**src/rtl/mac_pkg.sv**
```systemverilog
`default_nettype none
// +----------------------------------------------------------------------+
// | mac_pkg                                                                |
// | Shared defaults and FSM state encoding for the MAC datapath blocks.   |
// | Revision: 1.0                                                          |
// +----------------------------------------------------------------------+
package mac_pkg;

  localparam int WIDTH_DEF = 4;
  localparam int NO_DEF    = 3;

  typedef enum logic [1:0] {
    ST_IDLE = 2'd0,
    ST_RUN  = 2'd1,
    ST_DONE = 2'd2
  } state_e;

endpackage
`default_nettype wire

```
**src/rtl/divider_restoring_if.sv**
```systemverilog
`default_nettype none
// +----------------------------------------------------------------------+
// | divider_restoring_if                                                   |
// | Load/done handshake and operand/result bus of the restoring divider.  |
// | Revision: 1.0                                                          |
// +----------------------------------------------------------------------+
interface divider_restoring_if #(
  parameter int WIDTH = mac_pkg::WIDTH_DEF
);

  logic             load;
  logic [WIDTH-1:0] dividend;
  logic [WIDTH-1:0] divisor;
  logic [WIDTH-1:0] quotient;
  logic [WIDTH-1:0] remainder;
  logic             busy;
  logic             done;
  logic             div_by_zero;

  modport master (
    output load, dividend, divisor,
    input  quotient, remainder, busy, done, div_by_zero
  );

  modport slave (
    input  load, dividend, divisor,
    output quotient, remainder, busy, done, div_by_zero
  );

endinterface
`default_nettype wire

```
**src/rtl/div_step.sv**
```systemverilog
`default_nettype none
// +----------------------------------------------------------------------+
// | div_step                                                               |
// | One combinational shift-subtract-select iteration of the divider.     |
// | Revision: 1.0                                                          |
// +----------------------------------------------------------------------+
module div_step #(
  parameter int WIDTH = mac_pkg::WIDTH_DEF
) (
  input  wire logic [WIDTH-1:0] r_in,
  input  wire logic [WIDTH-1:0] q_in,
  input  wire logic [WIDTH-1:0] divisor,
  output logic      [WIDTH-1:0] r_next,
  output logic      [WIDTH-1:0] q_next
);

  // The partial remainder is always below the divisor, so its top bit of the
  // (WIDTH+1)-bit form is provably zero and is not carried between steps.
  logic [WIDTH:0] t_w;
  logic           neg_w;

  always_comb begin
    t_w    = {r_in, q_in[WIDTH-1]} - {1'b0, divisor};
    neg_w  = t_w[WIDTH];
    r_next = neg_w ? {r_in[WIDTH-2:0], q_in[WIDTH-1]} : t_w[WIDTH-1:0];
    q_next = {q_in[WIDTH-2:0], ~neg_w};
  end

endmodule
`default_nettype wire

```
**src/rtl/divider_restoring.sv**
```systemverilog
`default_nettype none
// +----------------------------------------------------------------------+
// | divider_restoring                                                      |
// | Sequential unsigned restoring divider, one quotient bit per clock.    |
// | Revision: 1.0                                                          |
// +----------------------------------------------------------------------+
module divider_restoring
  import mac_pkg::*;
#(
  parameter int WIDTH = WIDTH_DEF,
  parameter int NO    = NO_DEF
) (
  input wire logic          clock,
  input wire logic          clear_n,
  divider_restoring_if.slave bus
);

  localparam logic [NO-1:0] LAST = NO'(WIDTH - 1);

  state_e            state_q,     state_d;
  logic [NO-1:0]     count_q,     count_d;
  logic [WIDTH-1:0]  r_q,         r_d;
  logic [WIDTH-1:0]  qs_q,        qs_d;
  logic [WIDTH-1:0]  dvs_q,       dvs_d;
  logic              zero_q,      zero_d;
  logic [WIDTH-1:0]  quotient_q,  quotient_d;
  logic [WIDTH-1:0]  remainder_q, remainder_d;
  logic              busy_q,      busy_d;
  logic              done_q,      done_d;
  logic              dbz_q,       dbz_d;

  logic [WIDTH-1:0]  step_r_w;
  logic [WIDTH-1:0]  step_q_w;

  div_step #(.WIDTH(WIDTH)) u_step (
    .r_in    (r_q),
    .q_in    (qs_q),
    .divisor (dvs_q),
    .r_next  (step_r_w),
    .q_next  (step_q_w)
  );

  always_comb begin
    state_d     = state_q;
    count_d     = count_q;
    r_d         = r_q;
    qs_d        = qs_q;
    dvs_d       = dvs_q;
    zero_d      = zero_q;
    quotient_d  = quotient_q;
    remainder_d = remainder_q;
    busy_d      = busy_q;
    done_d      = done_q;
    dbz_d       = dbz_q;

    // load restarts from any state, aborting a division in flight.
    if (bus.load) begin
      state_d = ST_RUN;
      count_d = '0;
      r_d     = '0;
      qs_d    = bus.dividend;
      dvs_d   = bus.divisor;
      zero_d  = (bus.divisor == '0);
      busy_d  = 1'b1;
      done_d  = 1'b0;
      dbz_d   = 1'b0;
    end else if (state_q == ST_RUN) begin
      if (zero_q) begin
        // Divide-by-zero takes a single RUN cycle; qs_q still holds the dividend.
        state_d     = ST_DONE;
        quotient_d  = '1;
        remainder_d = qs_q;
        dbz_d       = 1'b1;
        done_d      = 1'b1;
        busy_d      = 1'b0;
      end else begin
        r_d     = step_r_w;
        qs_d    = step_q_w;
        count_d = count_q + NO'(1);
        if (count_q == LAST) begin
          state_d     = ST_DONE;
          quotient_d  = step_q_w;
          remainder_d = step_r_w;
          done_d      = 1'b1;
          busy_d      = 1'b0;
        end
      end
    end
  end

  always_ff @(posedge clock or negedge clear_n) begin
    if (!clear_n) begin
      state_q     <= ST_IDLE;
      count_q     <= '0;
      r_q         <= '0;
      qs_q        <= '0;
      dvs_q       <= '0;
      zero_q      <= 1'b0;
      quotient_q  <= '0;
      remainder_q <= '0;
      busy_q      <= 1'b0;
      done_q      <= 1'b0;
      dbz_q       <= 1'b0;
    end else begin
      state_q     <= state_d;
      count_q     <= count_d;
      r_q         <= r_d;
      qs_q        <= qs_d;
      dvs_q       <= dvs_d;
      zero_q      <= zero_d;
      quotient_q  <= quotient_d;
      remainder_q <= remainder_d;
      busy_q      <= busy_d;
      done_q      <= done_d;
      dbz_q       <= dbz_d;
    end
  end

  assign bus.quotient    = quotient_q;
  assign bus.remainder   = remainder_q;
  assign bus.busy        = busy_q;
  assign bus.done        = done_q;
  assign bus.div_by_zero = dbz_q;

endmodule
`default_nettype wire
```
**src/flat_wrapper.sv**
```systemverilog
// flat-port wrapper written by rule: the top's interface ports become plain ports
module divider_restoring_flat import mac_pkg::*;
#(
  parameter int WIDTH = WIDTH_DEF,
  parameter int NO    = NO_DEF
)
  (clock, clear_n, bus_load, bus_dividend, bus_divisor, bus_quotient, bus_remainder, bus_busy, bus_done, bus_div_by_zero);
  divider_restoring_if #(.WIDTH(WIDTH)) bus_i ();
  input wire logic clock;
  input wire logic clear_n;
  input wire logic [$bits(bus_i.load)-1:0] bus_load;
  input wire logic [$bits(bus_i.dividend)-1:0] bus_dividend;
  input wire logic [$bits(bus_i.divisor)-1:0] bus_divisor;
  output wire logic [$bits(bus_i.quotient)-1:0] bus_quotient;
  output wire logic [$bits(bus_i.remainder)-1:0] bus_remainder;
  output wire logic [$bits(bus_i.busy)-1:0] bus_busy;
  output wire logic [$bits(bus_i.done)-1:0] bus_done;
  output wire logic [$bits(bus_i.div_by_zero)-1:0] bus_div_by_zero;
  assign bus_i.load = bus_load;
  assign bus_i.dividend = bus_dividend;
  assign bus_i.divisor = bus_divisor;
  assign bus_quotient = bus_i.quotient;
  assign bus_remainder = bus_i.remainder;
  assign bus_busy = bus_i.busy;
  assign bus_done = bus_i.done;
  assign bus_div_by_zero = bus_i.div_by_zero;
  divider_restoring #(.WIDTH(WIDTH), .NO(NO)) u_core (.clock(clock), .clear_n(clear_n), .bus(bus_i));
endmodule
```
**config.mk**
```make
export PLATFORM = sky130hd
export DESIGN_NAME = divider_restoring_flat
export DESIGN_NICKNAME = d
export VERILOG_FILES = /design/src/rtl/mac_pkg.sv /design/src/rtl/divider_restoring_if.sv /design/src/rtl/div_step.sv /design/src/rtl/divider_restoring.sv /design/src/flat_wrapper.sv
export SDC_FILE = /design/constraint.sdc
export NUM_CORES = 1
export LEC_CHECK = 0
export CELL_PAD_IN_SITES_DETAIL_PLACEMENT = 0
export CELL_PAD_IN_SITES_GLOBAL_PLACEMENT = 1
export CORE_UTILIZATION = 35
export CTS_CLUSTER_SIZE = 12
export DETAILED_ROUTE_END_ITERATION = 16
export DONT_BUFFER_PORTS = 1
export GPL_TIMING_DRIVEN = 0
export PLACE_DENSITY_LB_ADDON = 0.1
export SLEW_MARGIN = 20
export SYNTH_ARGS = -nofsm -noshare
export SYNTH_HDL_FRONTEND = slang
export SYNTH_SLANG_ARGS = --single-unit
export TNS_END_PERCENT = 30
```
**constraint.sdc**
```tcl
create_clock -name clock -period 6.1 [get_ports clock]
set_input_delay 1.525 -clock clock [delete_from_list [all_inputs] [get_ports clock]]
set_output_delay 1.525 -clock clock [all_outputs]
set_load 0.005 [all_outputs]
```
==> results of run 1 <==
-- per-layer routing --
layer | vias to the layer above | track usage [%]
met4 | 0 | 6.82
met2 | 21 | 28.1
met3 | 5 | 3.75
met1 | 463 | 23.0
met5 | - | 0
li1 | 459 | -
-- stage by stage --
stage	instance area, um2	std cells
3_5_place_dp	1390	175
2_1_floorplan	1330	127
5_1_grt	1440	179
4_1_cts	1440	179
3_3_place_gp	1390	175
6_report	1440	179
-- worst max-delay path: cells and delay by family --
kind            cells  cell delay [ps]
compound gates      1              410
simple gates        1              150
buf+inv             3              740
-- worst max-delay path by stage --
stage                        start                       to  slack, ps  cells after the start
final                     bus_load           u_core.qs_q[2]       3450                      5
after global routing      bus_load           u_core.qs_q[2]       3320                      5
after CTS                 bus_load           u_core.qs_q[2]       3440                      5
after detailed placement  bus_load           u_core.qs_q[2]       3140                      5
after global placement    bus_load           u_core.qs_q[2]       3160                      5
after floorplan           bus_load  u_core.bus.remainder[1]       3510                      5
-- sequential cells by signal, indices dropped and copies added (netlist names) --
name / cells
u_core.r_q: 4
u_core.dvs_q: 4
u_core.state_q: 1
u_core.zero_q: 1
u_core.bus.remainder: 4
u_core.bus.done: 1
u_core.qs_q: 4
u_core.count_q: 3
u_core.bus.quotient: 4
u_core.bus.div_by_zero: 1
-- final cells by class --
type / count / area, um2
plain buffers: 5 / 18.8
flip-flops and latches: 27 / 676
inverters: 10 / 37.5
well taps: 48 / 60.1
clock inverters: 1 / 5.00
clock buffers: 3 / 41.3
fillers: 375 / 2220
multi-input cells: 85 / 602
-- cells in the final DEF (no fill, tap or decap), drive strengths merged --
cell	instances
nor4	1
a222oi	3
clkbuf	7
xnor2	2
or2	2
or3	1
o22a	7
xor2	1
a31oi	3
buf	1
and3	1
nand2b	3
nand2	13
o211ai	1
a21oi	7
fa	1
a22oi	1
clkinv	1
o22ai	2
ha	6
dfrtp	27
inv	10
mux2i	3
o21ai	10
mux2	3
nor2	10
nand3b	1
o21a	1
a22o	2
-- where the power goes --
part,internal (mW),switching [mW]
Clock,0.0459,0.0587
Sequential,0.226,0.0427
Combinational,0.104,0.121
-- cells by family after synthesis --
family          after synthesis  synth area share [%]
mux                           6                  5.07
simple gates                 32                  11.5
buf+inv                      15                  4.22
fa+ha+maj                     7                  7.13
compound gates               37                  18.9
flops                        27                  50.7
xor+xnor                      3                  2.53
==> impl_metrics.yaml, run 1 <==
global_routing:
  grt.total_usage_pct: 17.5
  pin_count_of_the_biggest_net_entering_global_routing: 28
  grt_pass1_vias: 1020
  antenna_found_initial: 0
  grt_pass1_wl_um: 5280
  grt_overflow_total: 0
synthesis:
  syn_nets: 145
  synth_commonest_cells: "27 x sky130_fd_sc_hd__dfrtp_1, 13 x sky130_fd_sc_hd__nand2_1, 10 x sky130_fd_sc_hd__inv_1, 10 x sky130_fd_sc_hd__o21ai_0, 8 x sky130_fd_sc_hd__nor2_1"
  yosysMostFrequentCell: "sky130_fd_sc_hd__dfrtp_1"
  synth_edf_count: 0
  post_synthesis_async_set_or_reset_flop_share_pct: 100
  netlist.top_cell.by_area: "sky130_fd_sc_hd__dfrtp_1"
  synth_ff_type: "sky130_fd_sc_hd__dfrtp_1"
  synth_area_per_cell_um2: 10.5
  ys_types: 33
  synth.top_cells.by_area: "sky130_fd_sc_hd__dfrtp_1 51%, sky130_fd_sc_hd__ha_1 5.6%, sky130_fd_sc_hd__o22a_1 4.6%"
  seq_area_frac_synth_pct: 50.7
  flops_latches_synth: 27
  synth_warnings: 0
  postSynthCellCount: 127
  netlist_area_um2: 1330
  synth_top_area_share_pct: 50.7
critical_path:
  startpoint_type: "input pin"
  critPathMostFrequentCell: "sky130_fd_sc_hd__clkbuf_1"
  crit_path_max_fanout: 10
  critical_path.cell_chain: "clkbuf_1 -> nor2_1 -> clkbuf_1 -> a222oi_1 -> inv_1"
  worstReg2RegStart: "u_core.qs_q[3]"
  timing.critical_path.to_type: "flop"
  critPathRequiredTime_ps: 6270
  crit_path_top_delay_cell: "sky130_fd_sc_hd__a222oi_1"
  timing.rr.end: "u_core.bus.remainder[0]"
  r2r_slack_ps: 3840
  timing.critical_path.arrival_ps: 2820
  reg2regPathDepth: 8
  cp_slowest_stage_delay_ps: 410
  critical_path_class: "in2reg"
clock_tree:
  clock_sink_count: 27
  cts-root-buf: "sky130_fd_sc_hd__clkbuf_8"
  clk_latency_ps: 280
  ctsHoldBuffers: 0
  ctsLongestPathBuffers: 2
  cts-buffers-inserted: 3
  cts-resized-gates: 0
  cts_tree: "built"
  cts_post_setup_buffers_inserted: 0
  clkSlewWorstSetupHoldPaths_ps: 100
  h-tree-depth: 1
worst_hold_path:
  min_from: "u_core.count_q[2]"
  min-delay-path-class: "reg2reg"
  worstHoldEndpoint: "u_core.count_q[2]"
  timing.hold.worst_path_depth: 2
timing:
  finalHoldViolations: 0
  min_period_over_period_pct: 43.4
  setup_slack_ps: 3450
  final-max-slew-violation-count: 0
  setup_repair_after_global_routing_missed_its_margin: "false"
  hold_ws_ps: 487
  setup_viol: 0
  clock.fmax_mhz: 378
  timing.setup.tns_ps: 0
  finalClockSkew_ps: 6.68
  timing.slew.headroom_pct: 65.8
  min_period_ps: 2650
  worst_slew_pin_slew_ps: 514
route:
  met3WireLength_um: 139
  routed_wirelength_um: 3030
  routedWlPerCell_um: 16.9
  route.vias.total: 948
  first_pass_iters: 5
  met2_wirelength_um: 1470
  detail_route.wirelength.met1_um: 1380
  detail_route.iter0.violations: 51
  ant_nets: 0
  drt_drc_violations_left: 0
  routed_via_density: 5.30
  highest_signal_layer_in_the_routed_design: "met4"
cells_and_area:
  flow.area_growth_from_synthesis_pct: 7.97
  antennaDiodeCount: 0
  net_count_final: 150
  drive_gt1_share_pct: 9.92
  final_core_util_pct: 39.3
pwr:
  pd_cells_nw_per_um2: 415
  fin_total_pwr_mw: 0.598
  leakage_power_total_nw: 0.673
  power.ir.vdd_worst_v: 0.000165
placed_design:
  port_buffers: 0
  place_ws_ps: 3140
  routabilityCongestion: 0.773
  hpwlAfterDp_um: 2190
floorplan:
  floorplan.rows: 22
  initial_core_utilization_pct: 36.4
  ios: 22
  die_h_um: 63.7
  die_area_um2: 4060
  coreArea_um2: 3660
  die_w_um: 63.7
run_status:
  status: "finished clean"
run:
  max-cap-violations: 0
Note: power is estimated with default switching activity, not from simulation.
==> run 2, diff against run 1 <==
Clock period 6.1 ns to 2.2 ns, I/O delays scaled along.
==> run 2 against run 1 <==
Against the previous run:
- sequential share of layout area decreased by 2.4 points
- hold slack got worse by 410 ps
- core utilization increased by 2.2 points
- critical path type is now reg2reg
- largest power group is now combinational cells
- highest routed layer unchanged
==> impl_metrics.yaml, run 2 (synthesized netlist as in run 1, its figures left out) <==
floorplan:
  die_w_um: 63.7
  ios: 22
  floorplan.rows: 22
  die_area_um2: 4060
  initial_core_utilization_pct: 36.4
  die_h_um: 63.7
  coreArea_um2: 3660
clock_tree:
  cts-root-buf: "sky130_fd_sc_hd__clkbuf_8"
  clk_latency_ps: 280
  cts_tree: "built"
  clock_sink_count: 27
  cts-buffers-inserted: 3
  h-tree-depth: 1
  ctsLongestPathBuffers: 2
  clkSlewWorstSetupHoldPaths_ps: 100
critical_path:
  cp_slowest_stage_delay_ps: 390
  r2r_slack_ps: 120
  timing.rr.end: "u_core.bus.remainder[0]"
  reg2regPathDepth: 7
  crit_end: "u_core.bus.remainder[0]"
  crit_path_top_delay_cell: "sky130_fd_sc_hd__dfrtp_1"
  critical_path_class: "reg2reg"
  critical_path.cell_chain: "ha_1 -> fa_2 -> nand2b_4 -> a21oi_4 -> xnor2_4 -> mux2_4 -> a31oi_1"
  startpoint_type: "flop"
  timing.critical_path.to_type: "flop"
  worstReg2RegStart: "u_core.dvs_q[0]"
  timing.critical_path.arrival_ps: 2280
  critPathRequiredTime_ps: 2410
  crit_path_max_fanout: 6
  cp-startpoint: "u_core.dvs_q[0]"
global_routing:
  grt_overflow_total: 0
  pin_count_of_the_biggest_net_entering_global_routing: 28
  antenna_found_initial: 0
  grt.total_usage_pct: 17.9
  grt_pass1_wl_um: 5410
  grt_pass1_vias: 1026
route:
  routedWlPerCell_um: 16.8
  routed_wirelength_um: 3090
  first_pass_iters: 5
  detail_route.iter0.violations: 54
  routed_via_density: 5.38
  route.vias.total: 989
  drt_drc_violations_left: 0
  ant_nets: 0
placed_design:
  hpwlAfterDp_um: 2190
  port_buffers: 0
  routabilityCongestion: 0.773
cells_and_area:
  antennaDiodeCount: 0
  net_count_final: 155
  final_core_util_pct: 41.5
  flow.area_growth_from_synthesis_pct: 13.9
  leading_cell_type_in_the_layout_fill_and_taps_excluded: "sky130_fd_sc_hd__dfrtp_1"
  fillers: 370
  drive_gt1_share_pct: 14.7
  multi_input_area_um2: 631
  seq_area_um2: 676
  mostFrequentLayoutCells: "27 x sky130_fd_sc_hd__dfrtp_1, 13 x sky130_fd_sc_hd__nand2_1, 10 x sky130_fd_sc_hd__inv_1, 10 x sky130_fd_sc_hd__o21ai_0, 8 x sky130_fd_sc_hd__nor2_1"
timing:
  worst_slew_pin_slew_ps: 504
  finalClockSkew_ps: 4.17
  clock.fmax_mhz: 481
  setup_repair_after_global_routing_missed_its_margin: "false"
  timing.slew.headroom_pct: 66.4
  timing.setup.tns_ps: 0
  finalHoldViolations: 0
  min_period_ps: 2080
  setup_viol: 0
  min_period_over_period_pct: 94.5
  final-max-slew-violation-count: 0
run:
  max-cap-violations: 0
pwr:
  pd_cells_nw_per_um2: 1190
  power.ir.vdd_worst_v: 0.000495
  leakage_power_total_nw: 0.708
run_status:
  status: "finished clean"
worst_hold_path:
  min-delay-path-class: "in2async"
## run 2: cell count changes in the layout (fill, tap and decap cells not counted), sizes merged
| cell | previous run | this run |
|---|---|---|
| buf | 1 | 6 |
## run 2: through the flow
stage               area (um2)  std cells  total power, mW  setup WS, ps  hold slack [ps]
floorplan                 1330        127             1.23           174              254
global placement          1390        175             1.38         -42.4              256
detailed placement        1390        175             1.40         -33.3              255
CTS                       1510        183             1.82          3.23             79.7
global route              1520        184             1.97          4.70             80.8
finish                    1520        184             1.81           121             76.6
## run 2: area by class of cell
class | instances | share of cell area (%)
inverter | 10 | 2.47
sequential | 27 | 44.5
multi-input combinational | 85 | 41.5
timing repair buffer | 5 | 3.29
clock inverter | 1 | 0.329
tap | 48 | 3.95
clock buffer | 3 | 2.72
buffer | 5 | 1.24
## run 2: where the power goes
part	internal, mW	leakage [nW]	total (mW)	switching [mW]
clock network	0.127	0.0255	0.290	0.163
logic	0.390	0.344	0.777	0.388
registers	0.626	0.339	0.745	0.119
total	1.14	0.708	1.81	0.669
## run 2: worst max-delay path: cells and delay by family, from the launching register on
kind / cells / cell delay (ps)
fa+ha+maj: 2 / 580
flops: 1 / 390
compound gates: 2 / 340
mux: 1 / 340
xor+xnor: 1 / 190
simple gates: 1 / 160
## run 2: worst min-delay path by stage
stage	from	to	slack [ps]	depth (start not counted)
2_1_floorplan	clear_n	u_core.bus.div_by_zero	250	0
3_3_place_gp	clear_n	u_core.count_q[0]	260	0
3_5_place_dp	clear_n	u_core.dvs_q[3]	260	0
4_1_cts	clear_n	u_core.dvs_q[3]	80	1
5_1_grt	clear_n	u_core.dvs_q[3]	80	1
6_report	clear_n	u_core.dvs_q[3]	80	1
## run 2: repair_timing
item / in CTS / in global routing
setup endpoints to repair: 6 / 8
pin swaps: 2 / 2
hold buffers: 1 / 0
endpoints found under the hold margin: 27 / 0
gates resized for setup: 3 / 1
buffers inserted: 3 / 1
## run 2: per-layer routing
metal  global-route usage (%)  up-vias  routed length, um
li1                         -      472                  -
met1                     24.1      491               1440
met2                     28.2       21               1460
met3                     3.75        5                138
met4                     6.82        0                 51
met5                        0        -                  0
==> run 3, diff against run 2 <==
Settings changed: CORE_UTILIZATION 35 to 30.
==> run 3 against run 2 <==
Against the previous run:
- flip-flop and latch count did not move
- via count fell by 2.3%
- clock power fell by 4%
- non-clock buffer count fell by 2
- critical path depth rose by 1
- total power fell by 2.3%
- combinational power fell by 5.1%
==> impl_metrics.yaml, run 3 (synthesized netlist as in run 1, its figures left out) <==
route:
  ant_nets: 0
  routed_wirelength_um: 3080
  detail_route.iter0.violations: 70
  drt_drc_violations_left: 0
  route.vias.total: 966
  first_pass_iters: 5
  routedWlPerCell_um: 16.8
  routed_via_density: 5.25
placed_design:
  port_buffers: 0
  dpl_cell_area_um2: 1400
  place_ws_ps: -44.5
  hpwlAfterDp_um: 2280
  routabilityCongestion: 0.718
clock_tree:
  clk_latency_ps: 270
  ctsLongestPathBuffers: 2
  cts_tree: "built"
  cts-root-buf: "sky130_fd_sc_hd__clkbuf_8"
  cts-buffers-inserted: 3
  h-tree-depth: 1
  clkSlewWorstSetupHoldPaths_ps: 90
  clock_sink_count: 27
run_status:
  status: "finished clean"
global_routing:
  grt_overflow_total: 0
  grt.total_usage_pct: 15.5
  grt_pass1_vias: 1054
  pin_count_of_the_biggest_net_entering_global_routing: 28
  antenna_found_initial: 0
  grt_pass1_wl_um: 5220
floorplan:
  coreArea_um2: 4140
  die_h_um: 68.7
  initial_core_utilization_pct: 32.2
  floorplan.rows: 23
  die_area_um2: 4720
  die_w_um: 68.7
  ios: 22
cells_and_area:
  stdcell_area_um2: 1500
  flow.area_growth_from_synthesis_pct: 12.8
  mostFrequentLayoutCells: "27 x sky130_fd_sc_hd__dfrtp_1, 13 x sky130_fd_sc_hd__nand2_1, 10 x sky130_fd_sc_hd__inv_1, 10 x sky130_fd_sc_hd__o21ai_0, 8 x sky130_fd_sc_hd__nor2_1"
  antennaDiodeCount: 0
  drive_gt1_share_pct: 13.4
  final_core_util_pct: 36.3
  leading_cell_type_in_the_layout_fill_and_taps_excluded: "sky130_fd_sc_hd__dfrtp_1"
  net_count_final: 153
pwr:
  power.sequential.fraction_pct: 42.7
  leakage_power_total_nw: 0.686
  intPower_mw: 1.11
  fin_total_pwr_mw: 1.77
  power.ir.vdd_worst_v: 0.000484
  p_comb_share_pct: 41.6
  pd_cells_nw_per_um2: 1180
  net_switching_power_of_the_design_mw: 0.660
  switching_share_pct: 37.2
  share_clk_of_total_power_pct: 15.8
critical_path:
  startpoint_type: "flop"
  timing.critical_path.arrival_ps: 2310
  crit_path_top_delay_cell: "sky130_fd_sc_hd__dfrtp_1"
  timing.critical_path.to_type: "flop"
  critPathRequiredTime_ps: 2390
  crit_path_max_fanout: 5
  critical_path.cell_chain: "inv_1 -> ha_2 -> fa_2 -> nand2b_1 -> a21oi_4 -> xnor2_4 -> mux2_4 -> o21ai_0"
  critical_path_class: "reg2reg"
  cp_slowest_stage_delay_ps: 360
  reg2regPathDepth: 8
timing:
  setup_repair_after_global_routing_missed_its_margin: "false"
  worst_slew_pin_slew_ps: 526
  final-max-slew-violation-count: 0
  min_period_ps: 2120
  finalHoldViolations: 0
  hold_ws_ps: 85.6
  min_period_over_period_pct: 96.4
  setup_slack_ps: 79.9
  finalClockSkew_ps: 1.42
  timing.slew.headroom_pct: 64.9
  setup_viol: 0
  clock.fmax_mhz: 472
worst_hold_path:
  min-delay-path-class: "in2async"
run:
  max-cap-violations: 0
-- run 3: final timing paths --
path	slack, ps	startpoint	endpoint
max in group asynchronous	1950	clear_n	u_core.qs_q[1]
setup / recovery	80	u_core.qs_q[3]	u_core.r_q[0]
hold reg to reg	510	u_core.count_q[2]	u_core.count_q[2]
hold / removal	90	clear_n	u_core.count_q[2]
setup reg to reg	80	u_core.qs_q[3]	u_core.r_q[0]
min in group clock	400	bus_dividend[2]	u_core.qs_q[2]
-- run 3: through the flow --
stage               TNS (ps)  cells
global placement        -127    177
finish                     0    184
floorplan                  0    127
detailed placement      -126    177
global route               0    184
CTS                        0    184
-- run 3: cell type report --
cell class / count / area [um2]
plain buffers: 5 / 18.8
clock buffers: 4 / 45.0
fillers: 427 / 2640
inverters: 10 / 37.5
multi-input cells: 85 / 629
flip-flops and latches: 27 / 676
well taps: 50 / 62.6
repair buffers: 3 / 35.0
-- run 3: worst max-delay path, delay by kind of cell (launching register included) --
family | cells | cell delay (ps)
muxes | 1 | 340
and+or+nand+nor | 1 | 190
xor gates and xnor gates | 1 | 190
adders and majority gates | 2 | 540
DFF | 1 | 360
AOI/OAI and AO/OA | 2 | 350
buffers and inverters | 1 | 60
-- run 3: what timing repair did --
item                                    in CTS  in global routing
resized for setup                            4                  1
buffers inserted                             2                  0
endpoints found under the setup margin       7                  6
endpoints found under the hold margin       27                  0
pin swaps                                    3                  1
hold buffers                                 1                  0
-- run 3: power by group through the flow --
| stage | combinational, mW | clock [mW] | sequential, mW |
|---|---|---|---|
| floorplan | 0.511 | 0 | 0.720 |
| global placement | 0.628 | 0 | 0.764 |
| detailed placement | 0.636 | 0 | 0.764 |
| CTS | 0.732 | 0.294 | 0.758 |
| global route | 0.831 | 0.321 | 0.779 |
| finish | 0.737 | 0.279 | 0.755 |
-- run 3: routing by layer --
layer | part of all wire, % | vias up | track usage (%) | wire, um
li1 | - | 464 | - | -
met1 | 48 | 467 | 20.7 | 1480
met2 | 44 | 33 | 24.8 | 1370
met3 | 7.0 | 2 | 5.10 | 216
met4 | 0.55 | 0 | 2.34 | 17
met5 | 0 | - | 0 | 0
